--- config.mk ---
export PLATFORM = sky130hd
export DESIGN_NAME = sb_ctrl
export DESIGN_NICKNAME = d
export VERILOG_FILES = /design/src/rtl/sb_ctrl_pkg.sv /design/src/rtl/sb_fifo.sv /design/src/rtl/sb_ctrl.sv
export SDC_FILE = /design/constraint.sdc
export NUM_CORES = 1
export LEC_CHECK = 0
export BUFFER_PORTS_ARGS = -buffer_cell sky130_fd_sc_hd__buf_2
export CORE_MARGIN = 2
export CORE_UTILIZATION = 32
export CTS_CLUSTER_SIZE = 16
export DETAILED_ROUTE_END_ITERATION = 8
export PLACE_DENSITY = 0.59
export SETUP_SLACK_MARGIN = 0.5
export SYNTH_ARGS = -nofsm -noshare
export SYNTH_HDL_FRONTEND = slang
export SYNTH_HIERARCHICAL = 1
export SYNTH_SLANG_ARGS = --single-unit
--- constraint.sdc ---
create_clock -name clk -period 3.4 [get_ports clk]
set_input_delay 0.51 -clock clk [delete_from_list [all_inputs] [get_ports clk]]
set_output_delay 0.51 -clock clk [all_outputs]
set_load 0.05 [all_outputs]
--- src/rtl/sb_ctrl_pkg.sv ---
// Shared definitions for the MinBD side-buffer controller.
// Holds the default geometry, the flit valid-bit position and the controller FSM states.
// Also holds the helper that rotates the redirect port index.
package sb_ctrl_pkg;

    localparam int SB_FLIT_W    = 11;
    localparam int SB_VLD_BIT   = SB_FLIT_W - 1;
    localparam int SB_DEPTH     = 4;
    localparam int SB_STARVE_TH = 8;
    localparam int SB_NPORTS    = 4;

    typedef enum logic [1:0] {
        IDLE  = 2'd0,
        WAIT  = 2'd1,
        REDIR = 2'd2
    } sb_state_t;

    // Next redirect port, wrapping at nports.
    function automatic logic [2:0] next_port(input logic [2:0] cur, input int nports);
        return (int'(cur) >= nports - 1) ? 3'd0 : cur + 3'd1;
    endfunction

endpackage

--- src/rtl/sb_fifo.sv ---
// Purpose: DEPTH-entry register FIFO holding buffered deflected flits.
// Latency: 1 cycle push-to-head; there is no bypass when the FIFO is empty.
// Backpressure: none internally; the caller never pushes when full without popping, and never pops when empty.
// Ports: push/din write at the tail, pop advances the head, head is the oldest entry,
//        empty flags no valid head, count is the entry count 0..DEPTH.
module sb_fifo #(
    parameter int W     = 11,
    parameter int DEPTH = 4
) (
    input  logic                       clk,
    input  logic                       rst_n,
    input  logic                       push,
    input  logic                       pop,
    input  logic [W-1:0]               din,
    output logic [W-1:0]               head,
    output logic                       empty,
    output logic [$clog2(DEPTH+1)-1:0] count
);

    localparam int AW = $clog2(DEPTH);
    localparam int CW = $clog2(DEPTH+1);

    logic [W-1:0]  mem [DEPTH];
    logic [AW-1:0] wr_ptr;
    logic [AW-1:0] rd_ptr;

    // Storage needs no reset: the empty flag masks stale contents.
    always_ff @(posedge clk) begin
        if (push) begin
            mem[wr_ptr] <= din;
        end
    end

    // DEPTH is a power of two, so the pointers wrap by natural overflow.
    always_ff @(posedge clk or negedge rst_n) begin
        if (!rst_n) begin
            wr_ptr <= '0;
            rd_ptr <= '0;
            count  <= '0;
        end else begin
            if (push) begin
                wr_ptr <= wr_ptr + AW'(1);
            end
            if (pop) begin
                rd_ptr <= rd_ptr + AW'(1);
            end
            case ({push, pop})
                2'b10:   count <= count + CW'(1);
                2'b01:   count <= count - CW'(1);
                default: count <= count;
            endcase
        end
    end

    assign head  = mem[rd_ptr];
    assign empty = (count == '0);

endmodule

--- src/rtl/sb_ctrl.sv ---
// Purpose: MinBD side-buffer controller; buffers deflected flits, reinjects them, and requests redirects when starved.
// Latency: 1 cycle from accepting a flit to seeing it on reinj_flit; redirect rises one edge after starve hits STARVE_TH.
// Backpressure: defl_take drops when the buffer is full and no reinjection frees a slot in the same cycle.
// Ports: defl_flit/defl_take accept deflected flits; slot_free/inject/reinj_flit reinject the head;
//        redirect/cthulhu ask the pipeline to divert a flit from port cthulhu; occupancy is the entry count.
module sb_ctrl
    import sb_ctrl_pkg::*;
#(
    parameter int FLIT_W    = SB_FLIT_W,
    parameter int DEPTH     = SB_DEPTH,
    parameter int STARVE_TH = SB_STARVE_TH,
    parameter int NPORTS    = SB_NPORTS
) (
    input  logic                       clk,
    input  logic                       rst_n,
    input  logic [FLIT_W-1:0]          defl_flit,
    output logic                       defl_take,
    input  logic                       slot_free,
    output logic                       inject,
    output logic [FLIT_W-1:0]          reinj_flit,
    output logic                       redirect,
    output logic [2:0]                 cthulhu,
    output logic [$clog2(DEPTH+1)-1:0] occupancy
);

    localparam int VB = FLIT_W - 1;
    localparam int CW = $clog2(DEPTH+1);
    localparam int SW = $clog2(STARVE_TH+1);

    sb_state_t     state_q, state_d;
    logic [SW-1:0] starve_q, starve_d;
    logic [2:0]    cth_q, cth_d;

    logic [FLIT_W-1:0] head;
    logic              empty;
    logic [CW-1:0]     occ_after;

    sb_fifo #(
        .W     (FLIT_W),
        .DEPTH (DEPTH)
    ) u_fifo (
        .clk   (clk),
        .rst_n (rst_n),
        .push  (defl_take),
        .pop   (inject),
        .din   (defl_flit),
        .head  (head),
        .empty (empty),
        .count (occupancy)
    );

    // Stale storage must never look like a live flit.
    assign reinj_flit = {head[VB] & ~empty, head[VB-1:0]};
    assign inject     = reinj_flit[VB] & slot_free;
    // A pop in the same cycle frees the slot the push needs.
    assign defl_take  = defl_flit[VB] & ((occupancy != CW'(DEPTH)) | inject);
    assign occ_after  = occupancy + CW'(defl_take) - CW'(inject);

    always_ff @(posedge clk or negedge rst_n) begin
        if (!rst_n) begin
            state_q  <= IDLE;
            starve_q <= '0;
            cth_q    <= '0;
        end else begin
            state_q  <= state_d;
            starve_q <= starve_d;
            cth_q    <= cth_d;
        end
    end

    always_comb begin
        state_d  = state_q;
        starve_d = starve_q;
        cth_d    = cth_q;
        case (state_q)
            IDLE: begin
                starve_d = '0;
                if (occ_after != '0) begin
                    state_d = WAIT;
                end
            end
            WAIT: begin
                if (inject) begin
                    starve_d = '0;
                    state_d  = (occ_after == '0) ? IDLE : WAIT;
                end else if (starve_q == SW'(STARVE_TH)) begin
                    // starve stays saturated while the redirect is outstanding
                    state_d = REDIR;
                end else begin
                    starve_d = starve_q + SW'(1);
                end
            end
            REDIR: begin
                if (inject) begin
                    starve_d = '0;
                    cth_d    = next_port(cth_q, NPORTS);
                    state_d  = (occ_after == '0) ? IDLE : WAIT;
                end
            end
            default: begin
                state_d  = IDLE;
                starve_d = '0;
            end
        endcase
    end

    // Both come straight from flops, so cthulhu cannot move while redirect is high.
    assign redirect = (state_q == REDIR);
    assign cthulhu  = cth_q;

endmodule

# ---- Word-level counts from Yosys, hierarchy flattened
# Memory sizes are Yosys's and may differ from the RTL's.
# Cells that the tools add are included.
dict set report totals {
  regBits 16
  mem_bits_rw 44
  inputBits 14
  output_inout_bits 20
  wordCells 53
  memories 1
}
dict set report op_classes {
  addsub 8
  order_cmp 1
  n_eq_ne 10
  muxes 14
  bitwise_logic 5
  reduce_logical 8
}
# memory depth width rd rd_clocked_by_memory_dff write_ports line
set memory_table {}
lappend memory_table {u_fifo.mem 4 11 1 0 1 sb_fifo.sv:23} ;# logic [W-1:0] mem [DEPTH];
# op n
set ops {}
lappend ops {{$mux 4} 3}
lappend ops {{$ne 3x3->1 const B} 3}
lappend ops {{$mux 2} 4}
lappend ops {{$pmux 4 s2} 1}
lappend ops {{$add 3x1->3 const B} 2}
lappend ops {{$logic_not 3->1} 2}
lappend ops {{$pmux 2 s3} 1}
lappend ops {{$pmux 3 s2} 1}
lappend ops {{$add 2x1->2 const B} 2}
lappend ops {{$add 4x1->4 const B} 1}
lappend ops {{$eq 2x1->1 const B} 2}
lappend ops {{$eq 2x2->1 const B} 2}
lappend ops {{$eq 4x4->1 const B} 1}
lappend ops {{$ne 2x2->1 const B} 2}
lappend ops {{$reduce_and 2->1} 2}
lappend ops {{$add 3x1->3} 1}
lappend ops {{$and 1x1->1} 3}
lappend ops {{$ge 3x2->1 const B} 1}
lappend ops {{$mux 1} 3}
lappend ops {{$mux 3} 1}
lappend ops {{$reduce_and 3->1} 1}
lappend ops {{$reduce_bool 3->1} 1}
lappend ops {{$sub 3x1->3} 1}
lappend ops {{$sub 3x1->3 const B} 1}
lappend ops {{other kinds (4)} 4}

# ---- Longest topological paths before layout
dict set report logic_depth {
  word_depth 12
  ltp_mapped 10
  mapped_depth_nobuf 10
}

# ---- Cells and area by module
# The synthesis kept the hierarchy.
# module instances cells_each area_per_inst_um2 seq_area_each_um2
set modules_own_cells {}
lappend modules_own_cells {sb_fifo 1 92 1985.7 1496.4}
lappend modules_own_cells {sb_ctrl 1 61 639.4 225.2}

# ---- Worst setup path before layout
# Ideal clock, no wire load.
dict set report synth_path {
  kind {reg2reg}
  startpoint {register u_fifo.count[2]}
  endpoint {register state_q[0]}
  setup_time_ps 128
  t_arrival_ps 3183
  required_time_ps 3272
  slack_ps 89
  stages_incl_launch_ff 8
  path_buffers 0
  period_less_slack_ps 3311
  cell_sequence {dfrtp_1 > nor3_1 > nand3b_4 > a41oi_1 > ha_1 > fa_1 > nor3_1 > o21ai_0}
}
dict set report synth_via {
  elab_chain_cells 12
  word_cells_on_any_way 19
  cone_classes {add/sub (2); eq/ne (4); mux (4); bitwise (5); reduce/logical (4)}
}
# item line
set synth_rtl {}
lappend synth_rtl {{from (decl)} sb_fifo.sv:17} ;# output logic [$clog2(DEPTH+1)-1:0] count
lappend synth_rtl {{from (signal assigned)} sb_fifo.sv:48} ;# 2'b10: count <= count + CW'(1);
lappend synth_rtl {{from (signal assigned)} sb_fifo.sv:49} ;# 2'b01: count <= count - CW'(1);
lappend synth_rtl {{from (signal assigned)} sb_fifo.sv:50} ;# default: count <= count;
lappend synth_rtl {{$logic_not 3->1 (*)} sb_fifo.sv:56} ;# assign empty = (count == '0);
lappend synth_rtl {{named net empty} sb_ctrl.sv:35} ;# logic empty;
lappend synth_rtl {{$not 1->1 (*)} sb_ctrl.sv:53} ;# assign reinj_flit = {head[VB] & ~empty, head[VB-1:0]};
lappend synth_rtl {{$and 1x1->1 (*)} sb_ctrl.sv:53}
lappend synth_rtl {{$and 1x1->1 (*)} sb_ctrl.sv:54} ;# assign inject = reinj_flit[VB] & slot_free;
lappend synth_rtl {{$or 1x1->1 (*)} sb_ctrl.sv:56} ;# assign defl_take = defl_flit[VB] & ((occupancy != CW'(DEPTH)) | inject);
lappend synth_rtl {{$and 1x1->1 (*)} sb_ctrl.sv:56}
lappend synth_rtl {{named net defl_take} sb_ctrl.sv:17} ;# output logic defl_take,
lappend synth_rtl {{$add 3x1->3 (*)} sb_ctrl.sv:57} ;# assign occ_after = occupancy + CW'(defl_take) - CW'(inject);
lappend synth_rtl {{$sub 3x1->3 (*)} sb_ctrl.sv:57}
lappend synth_rtl {{$logic_not 3->1} {sb_ctrl.sv:85, sb_ctrl.sv:97}}
lappend synth_rtl {{$mux 1} {sb_ctrl.sv:85, sb_ctrl.sv:97}}
lappend synth_rtl {{$mux 2 (on tied branches)} {sb_ctrl.sv:94, sb_ctrl.sv:83}}
lappend synth_rtl {{$pmux 2 s3} sb_ctrl.sv:75} ;# case (state_q)
lappend synth_rtl {{to (signal assigned)} sb_ctrl.sv:65} ;# state_q <= state_d;
lappend synth_rtl {{to (decl)} sb_ctrl.sv:30} ;# sb_state_t state_q, state_d;
# Mark *: on every way through the listed nets, which the timed path passes. The rest lies on a longest branch. The select of a mux whose other input is x is not followed.
# A chain may end at the register's enable or synchronous reset.

# ---- Worst setup path in the final report
dict set report layout_path {
  startpoint {register u_fifo.rd_ptr[0]}
  endpoint {register state_q[0]}
}
dict set report layout_via {
  elab_chain_cells 11
  word_cells_on_any_way 17
  cone_classes {add/sub (2); eq/ne (3); mux (4); bitwise (4); reduce/logical (3); memory (1)}
}
# item line
set layout_rtl {}
lappend layout_rtl {{from (decl)} sb_fifo.sv:25} ;# logic [AW-1:0] rd_ptr;
lappend layout_rtl {{from (signal assigned)} sb_fifo.sv:45} ;# rd_ptr <= rd_ptr + AW'(1);
lappend layout_rtl {{$mem_v2 4x11 (*)} n/a}
lappend layout_rtl {{named net head[10]} sb_ctrl.sv:34} ;# logic [FLIT_W-1:0] head;
lappend layout_rtl {{$and 1x1->1 (*)} sb_ctrl.sv:53}
lappend layout_rtl {{$and 1x1->1 (*)} sb_ctrl.sv:54}
lappend layout_rtl {{$or 1x1->1} sb_ctrl.sv:56}
lappend layout_rtl {{$and 1x1->1} sb_ctrl.sv:56}
lappend layout_rtl {{$add 3x1->3} sb_ctrl.sv:57}
lappend layout_rtl {{$sub 3x1->3} sb_ctrl.sv:57}
lappend layout_rtl {{$logic_not 3->1} {sb_ctrl.sv:85, sb_ctrl.sv:97}}
lappend layout_rtl {{$mux 1} {sb_ctrl.sv:85, sb_ctrl.sv:97}}
lappend layout_rtl {{$mux 2 (on tied branches)} {sb_ctrl.sv:94, sb_ctrl.sv:83}}
lappend layout_rtl {{$pmux 2 s3} sb_ctrl.sv:75}
# Marks and branches as above.

==> results.txt <==
hold slack final: 90.8 ps
die area: 8940 µm²
reg2reg start: u_fifo/rd_ptr[0]$_DFFE_PN0P_
Mapped Nets: 180
routed vias/inst: 4.58
min-delay worst type: input pin to async pin
kind of critical path: flop to flop
first drt pass iteration count: 4
Routed WL: 4370 µm
layout cells sized above 1: 0.320
Crit-path slowest cell: mux4_1
core area: 8090 µm²
CTS tree: done
Die Height: 94.6 µm
Syn-to-layout area delta: 18.4%
vias in the first global route: 1394
worst setup margin: 716 ps
Final Hold Viols: 0
Core Util, Final: 0.384
commonest non-fill, non-tap cell in the layout: edfxtp_1
Slew @ Worst Pin: 597 ps
Chip Width: 94.6 µm
Max FO, Critical Path: 11
most frequent cells in the layout: edfxtp_1, buf_2, inv_1, dfrtp_1, ha_1
ant diodes: 0
GRT Total Usage: 0.114
Peak supply drop: 0.000251 V
Bufs and invs on worst path: 2
DRC Markers: 0
Final Skew: 6.35 ps
CP endpoint kind: flop
Nets: 223
CTS buffer count: 9
Placer Congestion: 0.731
R2R Setup Slk: 720 ps
largest net degree at the start of global routing: 17
GRT overflow: 0
Worst R2R Path Depth: 10
Clk Latency, worst-skew pair: 330 ps
first-pass GRT wire length: 7250 µm
clk root buf: clkbuf_8
Yosys reg bits: 60
FFs w/ async S/R, synth: 0.267
WL/cell: 14.3 µm
Vias: 1398
Post-synth EDFFs: 44
antenna violations before repair: 0
Hold-fix buffers, CTS: 0
Seq/Total Area, Yosys: 0.656
Placement Setup Slack: 697 ps
static leakage: 0.00124 µW
initial core utilization: 0.324
final HPWL from detailed placement: 2870 µm
clock sink total: 60
Post-synth top flop: edfxtp_1
Post-Syn Area: 2630 µm²
status: finished, final reports clean
H-Tree Depth: 3
CTS resizes: 0
CTS Buffer Depth: 2
setup TNS: 0 ps
Syn Area/Cell: 17.2 µm²
WP data arrival: 2900 ps
setup bufs post-CTS: 0
yosys warns: 6
Port Buffers: 33
Max transition margin: 0.602
RSZ-0062 raised after global routing: false
IO Count: 34
max_cap viols: 0
crit path launch type: flop
critical path's top delay family: adder cells
max incr delay on CP: 610 ps
Yosys cell types: 33
Crit path required time: 3610 ps
Slew Viols, Final: 0
Tmin final: 2680 ps
Area after DPL: 2930 µm²
Cell Chain, Critical Path: mux4_1, nand3b_4, inv_2, ha_1, inv_1, ha_1, fa_1, xnor3_1, nor3_1, o21ai_0
Final setup viols: 0
Syn Inst Count: 153
Max Clk Rate: 373 MHz
Detailed Route Iter0 Violations: 90
RR Endpoint: state_q[0]$_DFFE_PN0P_
clk slew on worst S/H paths: 60 ps
cell count along the critical path: 10
pwr/cell area: 940 nW/µm²
DRT antenna net count: 0
Std-Cell Rows: 33
fin crit share: 0.790
Crit path top cell by count: ha_1
Design Area, Final: 3110 µm²
==> synth_stat cells (2+ instances only) <==
cell | number | area [µm²]
a31oi_1 | 2 | 12.5
nand3b_1 | 2 | 15.0
o31ai_1 | 2 | 15.0
xnor2_1 | 2 | 17.5
fa_1 | 2 | 40.0
nand2_1 | 5 | 18.8
nor3_1 | 3 | 15.0
nor2_1 | 2 | 7.51
nand4_1 | 3 | 18.8
ha_1 | 11 | 138
mux2_2 | 3 | 33.8
inv_1 | 16 | 60.1
a41oi_1 | 2 | 17.5
mux4_2 | 8 | 180
and2_1 | 4 | 25.0
buf_6 | 2 | 22.5
edfxtp_1 | 44 | 1320
a2111oi_0 | 2 | 17.5
dfrtp_1 | 16 | 400
o21ai_0 | 2 | 10.0
nand3_1 | 3 | 15.0
xor2_1 | 4 | 35.0
mux4_1 | 3 | 78.8
==> cell type report <==
class / count / area [µm²]
fillers: 779 / 4980
flip-flops and latches: 60 / 1720
multi-input cells: 73 / 831
repair buffers: 35 / 180
well taps: 105 / 131
clock buffers: 9 / 124
inverters: 17 / 63.8
clock inverters: 6 / 56.3
==> worst register-to-register path, cell delays in order (launching register included) <==
cell and delay, ps:
dfrtp_1 350, mux4_1 610, nand3b_4 150, inv_2 120
ha_1 290, inv_1 40, ha_1 180, fa_1 380
xnor3_1 190, nor3_1 150, o21ai_0 110
==> layer usage <==
metal	vias to the layer above	wire, µm	share of wire	track usage
met5	-	0	0	0
met2	22	2170	0.50	0.176
met1	704	1980	0.45	0.141
met4	0	102	0.023	0.0688
li1	665	-	-	-
met3	7	122	0.028	0.0375
==> through the flow <==
stage | total power, µW | instances
6_report | 2920 | 305
5_1_grt | 3130 | 305
3_5_place_dp | 2380 | 290
4_1_cts | 2980 | 305
2_1_floorplan | 2110 | 153
3_3_place_gp | 2360 | 290
==> logic make-up after synthesis <==
logic type                 share of synthesized area
adders and majority gates                     0.0715
muxes                                          0.115
AOI/OAI and AO/OA                             0.0276
xor gates and xnor gates                      0.0286
DFF                                            0.656
buffers and inverters                         0.0348
and+or+nand+nor                               0.0663
==> power breakdown <==
part | internal [µW] | switching, µW | leakage, µW
Sequential | 977 | 96.2 | 0.000604
Combinational | 432 | 829 | 0.000545
Clock | 327 | 260 | 0.0000939
Total | 1740 | 1190 | 0.00124
==> state kept, by name, indices dropped and copies added (netlist names) <==
name / cells
starve_q: 4
u_fifo/mem: 44
u_fifo/rd_ptr: 2
state_q: 2
u_fifo/count: 3
u_fifo/wr_ptr: 2
cthulhu: 3
==> worst max-delay path by stage <==
| stage | startpoint | to |
|---|---|---|
| final | u_fifo/rd_ptr[0]$_DFFE_PN0P_ | state_q[0]$_DFFE_PN0P_ |
| after global routing | u_fifo/rd_ptr[0]$_DFFE_PN0P_ | state_q[0]$_DFFE_PN0P_ |
| after CTS | u_fifo/rd_ptr[0]$_DFFE_PN0P_ | state_q[0]$_DFFE_PN0P_ |
| after detailed placement | u_fifo/rd_ptr[0]$_DFFE_PN0P_ | state_q[0]$_DFFE_PN0P_ |
| after global placement | u_fifo/rd_ptr[0]$_DFFE_PN0P_ | state_q[0]$_DFFE_PN0P_ |
| after floorplan | u_fifo/rd_ptr[0]$_DFFE_PN0P_ | state_q[0]$_DFFE_PN0P_ |
Power figures use the tool's default switching activity.
